<file path="src/rtl/bin2bcd_seq.sv">
// -----------------------------------------------------------------------------
// bin2bcd_seq
//
// Sequential binary-to-BCD converter using shift-and-add-3 (double dabble),
// processing one input bit per clock.  A conversion is requested with a
// start/ready handshake; the result is registered, held until the next
// conversion completes, and announced with a one-cycle valid pulse.  Values
// that do not fit in DIGITS decimal digits raise ovf, and bcd then carries
// the value modulo 10^DIGITS.
//
// Parameters:
//   WIDTH   binary input width in bits (>= 4)
//   DIGITS  number of BCD output digits (>= 1)
//
// Ports:
//   clk    in   system clock, rising-edge active
//   rst_n  in   asynchronous active-low reset
//   start  in   conversion request, sampled only while ready=1
//   bin    in   unsigned binary operand, sampled on the accepting edge
//   ready  out  a start on the next edge will be accepted
//   busy   out  conversion in progress (always ~ready)
//   valid  out  one-cycle pulse when bcd/ovf/blank update
//   bcd    out  packed BCD result, digit i at [4i+3:4i], digit 0 = units
//   ovf    out  operand was >= 10^DIGITS
//   blank  out  leading-zero mask
//
// Build option:
//   BIN2BCD_BLANK_EN  when defined, blank[i]=1 if digit i and every higher
//                     digit are zero (blank[0] is always 0).  When undefined
//                     blank is tied to zero and no blanking logic exists.
// -----------------------------------------------------------------------------
module bin2bcd_seq #(
  parameter int WIDTH  = 16,
  parameter int DIGITS = 5
) (
  input  logic                  clk,
  input  logic                  rst_n,
  input  logic                  start,
  input  logic [WIDTH-1:0]      bin,
  output logic                  ready,
  output logic                  busy,
  output logic                  valid,
  output logic [4*DIGITS-1:0]   bcd,
  output logic                  ovf,
  output logic [DIGITS-1:0]     blank
);

  localparam int BCD_W = 4 * DIGITS;
  localparam int SR_W  = BCD_W + WIDTH;
  localparam int CNT_W = $clog2(WIDTH + 1);

  typedef enum logic [1:0] {
    ST_IDLE = 2'b00,
    ST_CONV = 2'b01,
    ST_DONE = 2'b10
  } state_t;

  state_t              state_r;
  state_t              state_s;

  // Shift register layout: {BCD digits, remaining binary bits}.
  logic [SR_W-1:0]     sr_r;
  logic [SR_W-1:0]     sr_s;
  logic [CNT_W-1:0]    cnt_r;
  logic [CNT_W-1:0]    cnt_s;
  logic                ovf_acc_r;
  logic                ovf_acc_s;

  logic [SR_W-1:0]     adj_s;
  logic [SR_W-1:0]     step_s;
  logic                last_step_s;
  logic                ovf_final_s;

  logic                ready_s;
  logic                valid_s;
  logic [BCD_W-1:0]    bcd_s;
  logic                ovf_s;
  logic [DIGITS-1:0]   blank_s;

  // Add 3 to every BCD digit that is 5 or more.  A corrected digit is at
  // most 12, so 4-bit arithmetic never carries between digits.
  function automatic logic [SR_W-1:0] add3_digits(input logic [SR_W-1:0] sr);
    logic [SR_W-1:0] res;
    logic [3:0]      dig;
    res = sr;
    for (int d = 0; d < DIGITS; d++) begin
      dig = sr[WIDTH + 4*d +: 4];
      if (dig >= 4'd5) begin
        res[WIDTH + 4*d +: 4] = dig + 4'd3;
      end else begin
        res[WIDTH + 4*d +: 4] = dig;
      end
    end
    return res;
  endfunction

`ifdef BIN2BCD_BLANK_EN
  // Leading-zero mask: a digit is blank when it and all digits above it are
  // zero.  The units digit is never blanked so a zero result still shows "0".
  function automatic logic [DIGITS-1:0] blank_mask(input logic [BCD_W-1:0] val);
    logic [DIGITS-1:0] mask;
    logic              zero_above;
    mask       = {DIGITS{1'b0}};
    zero_above = 1'b1;
    for (int i = DIGITS - 1; i >= 1; i--) begin
      zero_above = zero_above & (val[4*i +: 4] == 4'd0);
      mask[i]    = zero_above;
    end
    return mask;
  endfunction
`endif

  // One double-dabble step: correct digits, then shift left by one.  The
  // bit leaving the top of the top digit is the overflow indicator.
  always_comb begin
    adj_s       = add3_digits(sr_r);
    step_s      = {adj_s[SR_W-2:0], 1'b0};
    last_step_s = (cnt_r == CNT_W'(WIDTH - 1));
    ovf_final_s = ovf_acc_r | adj_s[SR_W-1];
  end

  // State register.
  always_ff @(posedge clk or negedge rst_n) begin
    if (!rst_n) begin
      state_r <= ST_IDLE;
    end else begin
      state_r <= state_s;
    end
  end

  // Next-state logic; DONE accepts a new start just like IDLE.
  always_comb begin
    state_s = state_r;
    case (state_r)
      ST_IDLE: begin
        if (start) begin
          state_s = ST_CONV;
        end else begin
          state_s = ST_IDLE;
        end
      end
      ST_CONV: begin
        if (last_step_s) begin
          state_s = ST_DONE;
        end else begin
          state_s = ST_CONV;
        end
      end
      ST_DONE: begin
        if (start) begin
          state_s = ST_CONV;
        end else begin
          state_s = ST_IDLE;
        end
      end
      default: begin
        state_s = ST_IDLE;
      end
    endcase
  end

  // Output and datapath next values; results only change on the final step.
  always_comb begin
    sr_s      = sr_r;
    cnt_s     = cnt_r;
    ovf_acc_s = ovf_acc_r;
    bcd_s     = bcd;
    ovf_s     = ovf;
    blank_s   = blank;
    valid_s   = 1'b0;
    ready_s   = (state_s != ST_CONV);
    case (state_r)
      ST_IDLE, ST_DONE: begin
        if (start) begin
          sr_s      = {{BCD_W{1'b0}}, bin};
          cnt_s     = {CNT_W{1'b0}};
          ovf_acc_s = 1'b0;
        end else begin
          sr_s      = sr_r;
        end
      end
      ST_CONV: begin
        sr_s      = step_s;
        cnt_s     = cnt_r + CNT_W'(1);
        ovf_acc_s = ovf_final_s;
        if (last_step_s) begin
          bcd_s   = step_s[SR_W-1 -: BCD_W];
          ovf_s   = ovf_final_s;
          valid_s = 1'b1;
`ifdef BIN2BCD_BLANK_EN
          blank_s = blank_mask(step_s[SR_W-1 -: BCD_W]);
`else
          blank_s = {DIGITS{1'b0}};
`endif
        end else begin
          valid_s = 1'b0;
        end
      end
      default: begin
        sr_s = sr_r;
      end
    endcase
  end

  // Datapath and output registers.
  always_ff @(posedge clk or negedge rst_n) begin
    if (!rst_n) begin
      sr_r      <= {SR_W{1'b0}};
      cnt_r     <= {CNT_W{1'b0}};
      ovf_acc_r <= 1'b0;
      ready     <= 1'b1;
      busy      <= 1'b0;
      valid     <= 1'b0;
      bcd       <= {BCD_W{1'b0}};
      ovf       <= 1'b0;
      blank     <= {DIGITS{1'b0}};
    end else begin
      sr_r      <= sr_s;
      cnt_r     <= cnt_s;
      ovf_acc_r <= ovf_acc_s;
      ready     <= ready_s;
      busy      <= ~ready_s;
      valid     <= valid_s;
      bcd       <= bcd_s;
      ovf       <= ovf_s;
      blank     <= blank_s;
    end
  end

endmodule

</file>
<file path="config.mk">
export PLATFORM = sky130hd
export DESIGN_NAME = bin2bcd_seq
export DESIGN_NICKNAME = d
export VERILOG_FILES = /design/src/rtl/bin2bcd_seq.sv
export SDC_FILE = /design/constraint.sdc
export NUM_CORES = 1
export LEC_CHECK = 0
export CAP_MARGIN = 10
export CELL_PAD_IN_SITES_DETAIL_PLACEMENT = 1
export CELL_PAD_IN_SITES_GLOBAL_PLACEMENT = 1
export CORE_UTILIZATION = 45
export CTS_CLUSTER_SIZE = 24
export DETAILED_ROUTE_END_ITERATION = 8
export PLACE_DENSITY_LB_ADDON = 0.1
export SLEW_MARGIN = 20
export SYNTH_ARGS = -nofsm -noshare
export SYNTH_HDL_FRONTEND = slang
export SYNTH_SLANG_ARGS = --single-unit
</file>
<file path="constraint.sdc">
create_clock -name clk -period 3.7 [get_ports clk]
set_clock_uncertainty 0.2 [all_clocks]
set_input_delay 0.74 -clock clk [delete_from_list [all_inputs] [get_ports clk]]
set_output_delay 0.74 -clock clk [all_outputs]
set_load 0.02 [all_outputs]
</file>
==> flow_summary.ini <==
[place]
gp_congestion = 0.739
dp_hpwl_um = 4440
port_buffers = 42
place_area_um2 = 3630

[clock_tree]
root_buffer = clkbuf_8
clk_latency_ns = 0.34
cts_tree = built
htree_levels = 3
post_cts_resized = 0
clkSlewWorstSetupHoldPaths_ns = 0.07
cts-buffers-inserted = 9
cts_setup_buffers = 0
clkSinkCount = 67
clockBufferDepth = 2
hold_buffers = 0

[worst_setup_path]
crit_path_end = cnt_r[2]
ff2ff_path_depth = 6
required_ns = 3.75
critPathLaunchType = primary input
end_kind = flip-flop
r2r_end = bcd[1]
crit_fanout = 25
crit_type = in -> reg
worstPathArrival_ns = 2.62
reg2reg_from = cnt_r[0]
r2r_slack_ns = 1.36
startpoint = start

[logic_synthesis]
synth-async-reset-ratio = 1.00
yosys_most_used_dff = dfrtp_1
synth_top_family_by_area = compound AO/OA/AOI/OAI gates
synth_cells = 296
synth-edff-count = 0
synthTopCellsByArea = dfrtp_1 52%, nand2_1 6.3%, ha_1 4.8%
ys_ff_latch = 67
synth_adder_area_share = 0.0476
synth_compound_gate_area_share = 0.152
synth_top_cell_area_share = 0.523
synth.area.mux_share = 0.0690
synth-simple-area-share = 0.133
syn_area_per_cell_um2 = 10.7
synth_common_cells = 66 x dfrtp_1, 53 x nand2_1, 30 x o21ai_0, 15 x a22oi_1, 13 x a22o_1
ys_types = 32
synth.most_common_cell = dfrtp_1
ys_seq_area_frac = 0.532
synth_xor_area_frac = 0.0139
yosysTopAreaCell = dfrtp_1
syn_area_um2 = 3160
yosysWarnings = 0

[pwr]
pwr_density_cell_nw_per_um2 = 931
p_leak_nw = 1.76
ir_drop_mv = 0.382

[floorplan]
die_h_um = 85.8
start_util = 0.465
dieArea_um2 = 7350
die_x_um = 85.8
io_pins = 48
core_area_um2 = 6790
row_count = 30

[timing]
hold_ws_ns = 0.198
rsz0062_at_grt = false
hold_viol = 0
min_period_ns = 2.56
setup_viol = 0
worst_slew_pin_slew_ns = 0.593
report.final.slew_viol_count = 0
fin_crit_sh = 0.693
timing.fmax_ghz = 0.390
setup-tns-final_ns = 0
max_slew_margin = 0.605

[hold_path]
hp-class = in -> async

[final_layout]
layout-drive-gt1-share = 0.117
n_antenna_cell = 0
finalNetCount = 369
syn2layout_area_growth_pct = 20.4
design_area_um2 = 3800

[detailed_routing]
route.detailed.drc = 0
wl_per_cell_um = 15.2
drtPass1Iterations = 5
ant_nets = 0
viasPerCell = 5.23
num_vias = 2287
dr.first_iter.drc_count = 135
finalWirelength_um = 6650

[run]
cap_violations = 0

[global_route]
grt_usage = 0.204
grt_pass1_wl_um = 11600
grt_max_degree = 68
grt_pass1_vias = 2343
grt_remaining_overflow = 0
antenna_found_initial = 0

[run_status]
status = finished, final reports clean
report_power, final:
part,total (W),switching [W],internal (W)
Combinational,0.00166,0.000878,0.000779
Clock,0.000536,0.000267,0.000269
Sequential,0.00134,0.000271,0.00107
Total,0.00354,0.00142,0.00212
logic make-up after synthesis:
group,count (synthesis)
buffers and inverters,32
AND/OR/NAND/NOR,88
multiplexers,17
other,1
flip-flops,67
adder cells (fa/ha/maj),12
XOR/XNOR,5
AO/OA/AOI/OAI,74
stage by stage:
step | worst slack, ns | std cells | total power, W | util
finish | 1.14 | 437 | 0.00354 | 0.559
global route | 1.04 | 437 | 0.00383 | 0.559
CTS | 1.14 | 437 | 0.00358 | 0.559
detailed placement | 0.814 | 423 | 0.00301 | 0.535
global placement | 0.829 | 423 | 0.00294 | 0.535
floorplan | 1.86 | 300 | 0.00247 | -
how the worst min path moves through the flow:
stage | startpoint | to | cells after the start
3_3_place_gp | cnt_r[3] | cnt_r[3] | 1
3_5_place_dp | bcd[11] | bcd[11] | 2
4_1_cts | rst_n | bcd[16] | 2
5_1_grt | rst_n | bcd[15] | 2
6_report | rst_n | bcd[16] | 2
2_1_floorplan | rst_n | bcd[0] | 0
per-layer routing:
| layer | global-route usage | part of all wire |
|---|---|---|
| met3 | 0.0433 | 0.031 |
| met5 | 0 | 0 |
| met1 | 0.268 | 0.46 |
| met4 | 0.0818 | 0.023 |
| met2 | 0.332 | 0.49 |
cells in the final DEF (no fill, tap or decap), types with 2 or more instances in the layout:
cell / Yosys / routed
a22o_1: 13 / 13
nand2_1: 53 / 53
buf_4: 5 / 3
a21oi_1: 10 / 10
nor3b_1: 10 / 10
mux2_4: 9 / 9
mux2_2: 2 / 2
a22oi_1: 15 / 15
ha_1: 12 / 12
conb_1: 1 / 5
inv_1: 12 / 12
nor3_1: 5 / 5
o21ai_0: 30 / 30
nor2_1: 2 / 2
xnor2_1: 5 / 5
dfrtp_1: 66 / 66
nand2b_1: 7 / 7
a21oi_2: 5 / 5
mux2i_1: 6 / 6
clkbuf_8: 0 / 11
nand3_1: 5 / 5
clkdlybuf4s50_1: 0 / 41
clkinv_2: 0 / 3
area by class of cell:
type	instances	area, um^2
clock inverter	3	15.0
timing repair buffer	46	458
fill	760	2990
inverter	13	48.8
sequential	67	1680
clock buffer	11	151
tap	96	120
multi-input combinational	201	1330
sequential cells by signal (all words and copies together) (netlist names):
| name | count |
|---|---|
| sr_r | 36 |
| bcd | 20 |
| cnt_r | 5 |
| state_r | 2 |
| busy | 1 |
| ovf | 1 |
| ovf_acc_r | 1 |
| ready | 1 |
critical path, cell delays in order:
cell	delay, ns
clkdlybuf4s50_1	0.43
nor2b_1	0.14
buf_4	0.19
nor2_2	0.48
buf_4	0.40
o21ai_0	0.14
o21ai_0	0.10
No activity file was read; power rests on OpenSTA's default activity.
